$ cat src/rtl/adder_arbiter.sv
// ---------------------------------------------------------------------------
// adder_arbiter
//
// Sequencer and two-port round-robin arbiter in front of a shared external
// 64-bit adder. Each requester hands over an operand pair on a valid/ready
// handshake. The winner's operands are registered onto ADD_A/ADD_B. After
// LATENCY settle cycles the adder's SUM/CARRY are captured and returned,
// tagged with the requester ID, on a valid/ready response channel.
//
// Parameters
//   LATENCY      settle cycles between operand issue and result capture (1..15)
//
// Optional feature
//   ADDER_ARB_GNT_CNT_EN  when defined, GNT_CNT0/GNT_CNT1 count accepts per
//                         requester and saturate at 16'hFFFF. When undefined,
//                         both outputs are tied to zero.
//
// Ports
//   CLK, RST_N              clock (rising edge), synchronous active-low reset
//   VALID0/1, A0/B0, A1/B1  request channels from requester 0 / 1
//   READY0/1                request accepted this cycle (combinational)
//   ADD_A, ADD_B            registered operands driven to the adder
//   ADD_SUM, ADD_CARRY      adder result inputs
//   RESP_VALID/RESP_READY   response handshake
//   RESP_SUM, RESP_CARRY    captured adder result
//   RESP_ID                 requester that owns the response
//   BUSY                    an operation is in flight (not IDLE)
//   GNT_CNT0/1              per-requester grant counters
// ---------------------------------------------------------------------------
module adder_arbiter #(
    parameter int unsigned LATENCY = 1
) (
    input  logic        CLK,
    input  logic        RST_N,
    input  logic        VALID0,
    input  logic        VALID1,
    input  logic [63:0] A0,
    input  logic [63:0] B0,
    input  logic [63:0] A1,
    input  logic [63:0] B1,
    output logic        READY0,
    output logic        READY1,
    output logic [63:0] ADD_A,
    output logic [63:0] ADD_B,
    input  logic [64:0] ADD_SUM,
    input  logic        ADD_CARRY,
    output logic        RESP_VALID,
    input  logic        RESP_READY,
    output logic [64:0] RESP_SUM,
    output logic        RESP_CARRY,
    output logic        RESP_ID,
    output logic        BUSY,
    output logic [15:0] GNT_CNT0,
    output logic [15:0] GNT_CNT1
);

    if (LATENCY == 0 || LATENCY > 15) begin : g_latency_check
        $error("adder_arbiter: LATENCY must be within 1..15");
    end

    localparam logic [3:0] LAT_INIT = 4'(LATENCY);

    typedef enum logic [1:0] {
        ST_IDLE = 2'd0,
        ST_WAIT = 2'd1,
        ST_RESP = 2'd2
    } state_e;

    state_e      state_q,      state_d;
    logic        last_q,       last_d;
    logic [3:0]  cnt_q,        cnt_d;
    logic [63:0] add_a_q,      add_a_d;
    logic [63:0] add_b_q,      add_b_d;
    logic [64:0] resp_sum_q,   resp_sum_d;
    logic        resp_carry_q, resp_carry_d;
    logic        resp_id_q,    resp_id_d;

    logic        sel;
    logic        accept;

    // Arbitration: on a tie the requester not granted last wins; otherwise
    // whichever one is valid. With no request sel is 0 but no READY rises.
    always_comb begin
        if (VALID0 && VALID1) begin
            sel = ~last_q;
        end else begin
            sel = VALID1;
        end
    end

    assign READY0 = (state_q == ST_IDLE) && VALID0 && !sel;
    assign READY1 = (state_q == ST_IDLE) && VALID1 &&  sel;
    // READYx already implies VALIDx, so either READY is an accept.
    assign accept = READY0 || READY1;

    always_comb begin
        // NOTE: every signal written here gets its hold value first, so no
        // path through the case statement can leave one unassigned (latch).
        state_d      = state_q;
        last_d       = last_q;
        cnt_d        = cnt_q;
        add_a_d      = add_a_q;
        add_b_d      = add_b_q;
        resp_sum_d   = resp_sum_q;
        resp_carry_d = resp_carry_q;
        resp_id_d    = resp_id_q;

        unique case (state_q)
            ST_IDLE: begin
                if (accept) begin
                    add_a_d   = sel ? A1 : A0;
                    add_b_d   = sel ? B1 : B0;
                    resp_id_d = sel;
                    last_d    = sel;
                    cnt_d     = LAT_INIT;
                    state_d   = ST_WAIT;
                end
            end
            ST_WAIT: begin
                cnt_d = cnt_q - 4'd1;
                // Last settle cycle: the adder output is stable, take it now.
                if (cnt_q == 4'd1) begin
                    resp_sum_d   = ADD_SUM;
                    resp_carry_d = ADD_CARRY;
                    state_d      = ST_RESP;
                end
            end
            ST_RESP: begin
                if (RESP_READY) begin
                    state_d = ST_IDLE;
                end
            end
            default: begin
                state_d = ST_IDLE;
            end
        endcase
    end

    // NOTE: the operand and result registers are reset as well as the
    // control state, because they drive outputs that must read zero after
    // reset and an aborted operation's data must not remain visible.
    always_ff @(posedge CLK) begin
        // NOTE: non-blocking assignments only, so every flop samples the
        // pre-edge value of the others regardless of statement order.
        if (!RST_N) begin
            state_q      <= ST_IDLE;
            last_q       <= 1'b1;
            cnt_q        <= '0;
            add_a_q      <= '0;
            add_b_q      <= '0;
            resp_sum_q   <= '0;
            resp_carry_q <= 1'b0;
            resp_id_q    <= 1'b0;
        end else begin
            state_q      <= state_d;
            last_q       <= last_d;
            cnt_q        <= cnt_d;
            add_a_q      <= add_a_d;
            add_b_q      <= add_b_d;
            resp_sum_q   <= resp_sum_d;
            resp_carry_q <= resp_carry_d;
            resp_id_q    <= resp_id_d;
        end
    end

    assign ADD_A      = add_a_q;
    assign ADD_B      = add_b_q;
    assign RESP_VALID = (state_q == ST_RESP);
    assign RESP_SUM   = resp_sum_q;
    assign RESP_CARRY = resp_carry_q;
    assign RESP_ID    = resp_id_q;
    assign BUSY       = (state_q != ST_IDLE);

`ifdef ADDER_ARB_GNT_CNT_EN
    logic [15:0] gnt_cnt0_q, gnt_cnt0_d;
    logic [15:0] gnt_cnt1_q, gnt_cnt1_d;

    // Saturating per-requester accept counters; cleared only by reset.
    always_comb begin
        gnt_cnt0_d = gnt_cnt0_q;
        gnt_cnt1_d = gnt_cnt1_q;
        if (READY0 && (gnt_cnt0_q != 16'hFFFF)) begin
            gnt_cnt0_d = gnt_cnt0_q + 16'd1;
        end
        if (READY1 && (gnt_cnt1_q != 16'hFFFF)) begin
            gnt_cnt1_d = gnt_cnt1_q + 16'd1;
        end
    end

    always_ff @(posedge CLK) begin
        if (!RST_N) begin
            gnt_cnt0_q <= '0;
            gnt_cnt1_q <= '0;
        end else begin
            gnt_cnt0_q <= gnt_cnt0_d;
            gnt_cnt1_q <= gnt_cnt1_d;
        end
    end

    assign GNT_CNT0 = gnt_cnt0_q;
    assign GNT_CNT1 = gnt_cnt1_q;
`else
    assign GNT_CNT0 = '0;
    assign GNT_CNT1 = '0;
`endif

endmodule

$ cat config.mk
export PLATFORM = sky130hd
export DESIGN_NAME = adder_arbiter
export DESIGN_NICKNAME = d
export VERILOG_FILES = /design/src/rtl/adder_arbiter.sv
export SDC_FILE = /design/constraint.sdc
export NUM_CORES = 1
export LEC_CHECK = 0
export CAP_MARGIN = 30
export CORE_AREA = 2 2 219 221
export CTS_CLUSTER_DIAMETER = 60
export DETAILED_ROUTE_END_ITERATION = 6
export DIE_AREA = 0 0 221 223
export PLACE_DENSITY_LB_ADDON = 0.2
export REMOVE_ABC_BUFFERS = 1
export SKIP_LAST_GASP = 1
export SYNTH_ARGS = -nofsm -noshare
export SYNTH_HDL_FRONTEND = slang
export SYNTH_SLANG_ARGS = --single-unit
$ cat constraint.sdc
create_clock -name CLK -period 3.85 [get_ports CLK]
set_clock_uncertainty 0.05 [all_clocks]
set_input_delay 0.77 -clock CLK [delete_from_list [all_inputs] [get_ports CLK]]
set_output_delay 0.77 -clock CLK [all_outputs]
set_load 0.05 [all_outputs]
; After elaboration in Yosys (flattened, before gate mapping)
; Index checks and enable logic that the tools add are counted.
[totals]
register_bits = 202
in_bits = 327
output_inout_bits = 231
wordCells = 39
[classes]
addsub = 1
n_eq_ne = 6
muxes = 9
bitwise_logic = 1
reduce_logical = 14
[ops]
columns = operator, n
row1 = 2-to-1 mux 64 bit, 2
row2 = case mux 4 bit (2 select lines), 1
row3 = 2-to-1 mux 2 bit, 3
row4 = case mux 2 bit (3 select lines), 1
row5 = AND reduction 2 bit, 3
row6 = logical AND 1 bit, 5
row7 = equality test 4 x 1 -> 1 bit (second input constant), 1
row8 = 2-to-1 mux 4 bit, 1
row9 = != test 2 bit (second input constant), 2
row10 = nonzero test 2 bit, 2
row11 = subtractor 4 x 1 -> 4 bit (second input constant), 1
row12 = AND reduction 3 bit, 1
row13 = equality test 2 x 1 -> 1 bit (second input constant), 1
row14 = equality test 2 bit (second input constant), 1
row15 = logical NOT 2 bit, 1
row16 = != test 2 x 1 -> 1 bit (second input constant), 1
row17 = logical NOT 1 bit, 1
row18 = logical OR 1 bit, 1
row19 = 2-to-1 mux 1 bit, 1
row20 = NOT 1 bit, 1

; Longest topological paths before layout
; Gate-level depths: netlist of the first run.
[depth]
ltp_word = 7
mapped_depth = 7
mapped_depth_nobuf = 5

; Least setup slack after synthesis of the first run
; Ideal clock, no wire load.
[synth_path]
kind = reg-to-output
startpoint = register state_q[1]
endpoint = output port READY1
t_arrival_ns = 1.962
required_ns = 3.030
path_slack_ns = 1.068
stages_incl_launch_ff = 6
n_path_buf = 2
cell_sequence = dfxtp_1 -> nor2_1 -> buf_2 -> buf_2 -> inv_1 -> nor2_1
[synth_between]
elab_chain_cells = 3
[synth_rtl]
columns = item, line_no
row1 = start: declaration, 69  ; state_e state_q, state_d;
row2 = start signal: assignment, 155  ; state_q <= state_d;
row3 = logical NOT 2 bit, 92  ; assign READY1 = (state_q == ST_IDLE) && VALID1 && sel;
row4 = logical AND 1 bit (2 in series), 92
row5 = end: declaration, 42  ; output logic READY1,
; Every way passes these cells.

; Worst setup path in the final report of the first run
[layout_path]
startpoint = input port VALID0
endpoint = output port READY0
[layout_between]
elab_chain_cells = 4
word_cells_on_any_way = 5
cone_classes = mux (1) / reduce/logical (4)
[layout_rtl]
columns = item, line_no
row1 = start: declaration, 35  ; input logic VALID0,
row2 = logical AND 1 bit, 84  ; if (VALID0 && VALID1) begin
row3 = 2-to-1 mux 1 bit, 84
row4 = logical NOT 1 bit, 91  ; assign READY0 = (state_q == ST_IDLE) && VALID0 && !sel;
row5 = logical AND 1 bit *, 91
row6 = end: declaration, 41  ; output logic READY0,
; Every way passes the cells marked *; elsewhere a longest branch is shown, timed or not.

==> impl_metrics.tcl, run 1 <==
set metrics [dict create \
    final-max-slew-violation-count 0 \
    swShare_pct 37.0 \
    final_common_cell "clkdlybuf4s50_1" \
    tightest_slew_ns 0.888 \
    final-setup-viol-count 0 \
    syn_inst 1095 \
    cp_num_buf_inv 2 \
    synth_mux_area_share_pct 6.88 \
    grt_pass1_wl_um 59000 \
    power_frac_seq_pct 31.8 \
    setup.worst_path.class "input pin to primary output" \
    peakVddDrop_uv 270 \
    io_buffers 525 \
    vias 9689 \
    hpwlAfterDp_um 26200 \
    hold_viol 0 \
    period_share_pct 77.8 \
    fmax_mhz 334 \
    drv_cap 0 \
    tns_ns 0 \
    wl_per_cell_um 17.9 \
    clock_path_buffers 3 \
    dieArea_um2 49300 \
    ant_nets 0 \
    area_growth_pct 67.3 \
    htree_levels 1 \
    finalCriticalPeriod_ns 3.00 \
    synth_simple_gate_area_share_pct 16.3 \
    synth_compound_area_share_pct 25.7 \
    antenna_found_initial 3 \
    clock_sinks 202 \
    synth_top_family_by_area "compound AO/OA/AOI/OAI gates" \
    p_clk_share_pct 32.4 \
    rsz0062_at_grt "false" \
    cts_tree "done" \
    cp_max_fo 4 \
    via_per_inst 4.43 \
    cpPeakStageDelay_ns 0.58 \
    status "finished, final reports clean" \
    grt_pass1_vias 9661 \
    synthXorXnorAreaFrac_pct 0.0912 \
    drc 0 \
    arrival_ns 2.18 \
    drive_gt1_share_pct 10.5 \
    cp-start-kind "input pin" \
    grt_overflow_total 0 \
    antenna_cells 0 \
    p_int_mw 4.90 \
    postCtsHoldBufs 0 \
    track_usage_pct 14.9 \
    total_power_mw 7.78 \
    layout_common_cells "clkdlybuf4s50_1, nand2_1, dfxtp_1" \
    n_fill_cell 4851 \
    required_ns 3.03 \
    ys_warn_count 0 \
    combPwrFrac_pct 35.9 \
    die_w_um 221 \
    grt_max_degree 134 \
    synth_cell_types 35 \
    drt-initial-drc-count 399 \
    coreArea_um2 47100 \
    post_cts_resized 0 \
    cts-root-buf "clkbuf_16" \
    drt-pass1-iter-count 5 \
    gp_congestion 0.744 \
    ys_seq_elements 202 \
    setup_ws_ns 0.853 \
    path_clk_slew_ns 0.05 \
    yosysSeqAreaShare_pct 42.1 \
    wl_um 39000 \
    synthAdderAreaFrac_pct 0.261 \
    clk_latency_ns 0.56 \
    synth_area_um2 9600 \
    worstHoldPathType "flip-flop to flip-flop" \
    post_cts_buffers 0 \
    crit_path_cell_trace "clkdlybuf4s50_1 -> or3b_2 -> nor2_1 -> buf_4" \
    leakage_nw 5.78 \
    cp-end-kind "primary output" \
    placementRows 80 \
    io_pins 558 \
    cp_top_family "buffers and inverters" \
    layout.cells.non_filler 2185 \
    pre_cts_slack_ns 0.848 \
    critPathSlowestCell "clkdlybuf4s50_1" \
    start_util_pct 20.4 \
    cellPowerDensity_nw_per_um2 485 \
    place_inst 2140 \
    cts_buffers 29 \
    layout.nets 1885 \
    die_y_um 223 \
    avgSynthCellArea_um2 8.77 \
    p_sw_mw 2.88 \
    slew_headroom_pct 40.8 \
]
final cells by class:
| type | instances | area [um2] | area share, % |
|---|---|---|---|
| repair buffers | 540 | 5460 | 34.0 |
| inverters | 4 | 20.0 | 0.125 |
| clock inverters | 7 | 73.8 | 0.460 |
| flip-flops and latches | 202 | 4040 | 25.2 |
| clock buffers | 38 | 810 | 5.04 |
| multi-input cells | 779 | 4890 | 30.4 |
| well taps | 615 | 769 | 4.79 |
Yosys cell counts:
master	n	area, um2
or3b_2	1	8.76
buf_2	39	195
or2_0	1	6.26
nand2b_1	1	6.26
a21bo_2	1	10.0
inv_1	3	11.3
a22oi_1	1	7.51
buf_4	33	248
a21boi_1	1	7.51
and2_1	1	6.26
dfxtp_1	202	4040
a21oi_1	129	646
nand3b_1	2	15.0
a21o_1	1	7.51
o41ai_1	1	8.76
conb_1	1	3.75
and3_1	1	6.26
o211ai_1	1	7.51
a211oi_1	2	15.0
nor3_1	2	10.0
o21a_1	2	15.0
nor2b_1	3	18.8
clkinv_1	1	3.75
nand2_1	391	1470
a311oi_2	98	1470
a311oi_1	30	263
mux2i_1	66	661
buf_1	3	11.3
xor2_1	1	8.76
a31oi_1	1	6.26
nor2_1	6	22.5
o21ai_0	1	5.00
ha_1	2	25.0
buf_6	14	158
clkbuf_1	52	195
per-layer routing:
layer	vias up	routed length (um)	global-route usage, %
li1	4686	-	-
met1	4542	16700	18.6
met2	405	18000	24.4
met3	50	3630	5.44
met4	6	658	3.36
met5	-	44	0
path summary, 6_finish.rpt:
kind	start	end	slack [ns]	depth (start not counted)
setup / recovery	VALID0	READY0	0.85	4
hold / removal	RESP_SUM[37]$_SDFFE_PN0P_	RESP_SUM[37]$_SDFFE_PN0P_	0.40	2
setup reg to reg	state_q[1]$_SDFFE_PN0P_	ADD_A[16]$_SDFFE_PN0P_	1.53	5
hold reg to reg	RESP_SUM[37]$_SDFFE_PN0P_	RESP_SUM[37]$_SDFFE_PN0P_	0.40	2
power groups by stage:
stage	clock (mW)	sequential (mW)	combinational (mW)
4_1_cts	2.61	2.47	2.82
3_5_place_dp	0	2.51	2.81
5_1_grt	2.69	2.50	2.94
3_3_place_gp	0	2.50	2.81
2_1_floorplan	0	3.31	0.929
6_report	2.52	2.47	2.79
cells by family (layout without fill, tap and decap cells):
logic type / after synthesis / after routing
xor gates and xnor gates: 1 / 1
AOI/OAI and AO/OA: 269 / 269
muxes: 66 / 66
adders and majority gates: 2 / 2
other: 1 / 32
DFF: 202 / 202
buffers and inverters: 145 / 589
and+or+nand+nor: 409 / 409
per-stage QoR:
step	area, um2	util [%]	hold WS (ns)
2_1_floorplan	8910	-	0.405
3_3_place_gp	15200	32.2	0.392
3_5_place_dp	15200	32.2	0.397
4_1_cts	16100	34.1	0.405
5_1_grt	16100	34.1	0.418
6_report	16100	34.1	0.404
tightest hold or removal path, cell delays in order, from the launching register on:
cell	delay [ns]
dfxtp_1	0.31
nand2_1	0.05
mux2i_1	0.05
flip-flops by register name, summed over array words and instances, names as in the netlist:
signal / flops
RESP_SUM: 65
ADD_A: 64
ADD_B: 64
cnt_q: 4
state_q: 2
RESP_CARRY: 1
RESP_ID: 1
last_q: 1
Power figures use the tool's default switching activity.
==> inputs of run 2 (changes only) <==
--- a/config.mk
+++ b/config.mk
@@ -6,10 +6,10 @@
 export NUM_CORES = 1
 export LEC_CHECK = 0
 export CAP_MARGIN = 30
-export CORE_AREA = 2 2 219 221
+export CORE_AREA = 2 2 214 216
 export CTS_CLUSTER_DIAMETER = 60
 export DETAILED_ROUTE_END_ITERATION = 6
-export DIE_AREA = 0 0 221 223
+export DIE_AREA = 0 0 216 218
 export PLACE_DENSITY_LB_ADDON = 0.2
 export REMOVE_ABC_BUFFERS = 1
 export SKIP_LAST_GASP = 1
==> constraint.sdc (replaced) <==
create_clock -name CLK -period 3 [get_ports CLK]
set_clock_uncertainty 0.05 [all_clocks]
set_input_delay 0.6 -clock CLK [delete_from_list [all_inputs] [get_ports CLK]]
set_output_delay 0.6 -clock CLK [all_outputs]
set_load 0.05 [all_outputs]
==> run 2 against run 1 <==
Worst setup slack got worse by 0.56 ns; critical path type is now flip-flop to primary output; critical endpoint is now RESP_VALID; power rose by 31%; die area fell by 4.5%.
==> impl_metrics.tcl, run 2 (synthesized netlist as in run 1, its figures left out) <==
set metrics [dict create \
    status "finished, final reports clean" \
    drt-pass1-iter-count 4 \
    tns_ns 0 \
    clk_latency_ns 0.56 \
    hold_viol 0 \
    tightest_slew_ns 0.645 \
    setup.worst_path.class "flip-flop to primary output" \
    reg2reg_slack_ns 1.03 \
    cp-end-kind "primary output" \
    min_from "RST_N" \
    drc 0 \
    die_w_um 216 \
    worstHoldPathType "input pin to flip-flop" \
    cp-start-kind "flip-flop" \
    grt_pass1_vias 9812 \
    io_pins 558 \
    reg2reg_depth 4 \
    grt_max_degree 108 \
    placementRows 78 \
    pre_cts_slack_ns 0.449 \
    antenna_cells 0 \
    wl_um 40800 \
    cp_top_family "buffers and inverters" \
    rsz0062_at_grt "false" \
    post_cts_buffers 0 \
    drt-initial-drc-count 410 \
    cts_tree "done" \
    start_util_pct 21.4 \
    final-max-slew-violation-count 0 \
    arrival_ns 2.06 \
    vias 9713 \
    cts-root-buf "clkbuf_16" \
    antenna_found_initial 1 \
    hpwlAfterDp_um 29200 \
    fin_hold_ws_ns 0.380 \
    required_ns 2.35 \
    coreArea_um2 44900 \
    area_growth_pct 69.8 \
    holdPathEnd "last_q$_SDFFE_PN1P_" \
    layout_common_cells "clkdlybuf4s50_1, nand2_1, dfxtp_1" \
    postCtsHoldBufs 0 \
    layout.cells.non_filler 2189 \
    grt_pass1_wl_um 60800 \
    cts_buffers 30 \
    period_share_pct 90.3 \
    critPathSlowestCell "clkdlybuf4s50_1" \
    place_inst 2137 \
    final_common_cell "clkdlybuf4s50_1" \
    post_cts_resized 0 \
    drv_cap 0 \
    final_util_pct 36.3 \
    path_clk_slew_ns 0.06 \
    clock_path_buffers 3 \
    peakVddDrop_uv 337 \
    io_buffers 525 \
    cp_num_buf_inv 1 \
    drive_gt1_share_pct 11.5 \
    timing.rr.end "ADD_A[41]$_SDFFE_PN0P_" \
    slew_headroom_pct 56.9 \
    layout.nets 1898 \
    cp_max_fo 6 \
    final-setup-viol-count 0 \
    dieArea_um2 47100 \
    die_y_um 218 \
    largest_reg_flops 65 \
    ant_nets 0 \
    r2r-start "state_q[1]$_SDFFE_PN0P_" \
    startpoint "state_q[1]$_SDFFE_PN0P_" \
    crit_path_cell_trace "nor2b_1 -> clkdlybuf4s50_1" \
    setup_ws_ns 0.291 \
    regArea_um2 4040 \
    cellPowerDensity_nw_per_um2 625 \
    track_usage_pct 16.4 \
    cpPeakStageDelay_ns 0.85 \
    hold-path-cell-count 2 \
    clock_sinks 202 \
    multi_input_area_um2 4890 \
    fmax_mhz 369 \
    htree_levels 1 \
    n_fill_cell 4605 \
    finalCriticalPeriod_ns 2.71 \
    grt_overflow_total 0 \
    via_per_inst 4.44 \
    wl_per_cell_um 18.6 \
    gp_congestion 0.808 \
    leakage_nw 5.91 \
]
-- run 2: changes by cell type in the layout (fill, tap and decap cells not counted) --
cell | previous run | this run
clkinv_2 | 2 | 4
inv_6 | 4 | 3
clkbuf_8 | 5 | 3
clkinv_8 | 0 | 1
clkbuf_16 | 29 | 30
clkinv_4 | 0 | 3
buf_4 | 10 | 14
clkdlybuf4s50_1 | 522 | 521
buf_12 | 8 | 17
clkinvlp_4 | 1 | 0
inv_8 | 0 | 1
clkbuf_1 | 4 | 7
-- run 2: routing by layer --
layer	global-route usage (%)	share of wire, %	up-vias
li1	-	-	4716
met1	19.5	41	4565
met2	28.3	48	387
met3	6.56	10	43
met4	2.42	1.3	2
met5	0	0.032	-
-- run 2: where the power goes --
group	internal (mW)	switching (mW)	total [mW]
Combinational	1.39	2.26	3.65
Sequential	3.00	0.182	3.18
Clock	2.00	1.36	3.36
Total	6.40	3.80	10.2
-- run 2: worst max-delay path by stage --
stage / endpoint / depth (start not counted) / slack [ns]
4_1_cts: RESP_VALID / 2 / 0.23
2_1_floorplan: ADD_A[0]$_SDFFE_PN0P_ / 3 / -5.84
5_1_grt: RESP_VALID / 2 / 0.17
3_3_place_gp: READY0 / 4 / 0.41
6_report: RESP_VALID / 2 / 0.29
3_5_place_dp: READY0 / 4 / 0.45
-- run 2: final cells by class --
cell class | count | share of cell area, %
multi-input cells | 779 | 30.0
flip-flops and latches | 202 | 24.8
well taps | 600 | 4.61
clock buffers | 40 | 5.02
repair buffers | 552 | 34.7
inverters | 4 | 0.123
clock inverters | 12 | 0.744
-- run 2: metrics by stage --
step	total power [mW]	instance area, um2
after floorplan	5.44	8910
after detailed placement	6.91	15400
after global placement	6.91	15400
after global routing	10.7	16300
final	10.2	16300
after CTS	10.3	16300
-- run 2: worst reg2reg max path, stage by stage (launching register included) --
cell and delay (ns):
dfxtp_1 0.37, nor2_4 0.46, and2_4 0.51, buf_12 0.29
a311oi_1 0.15
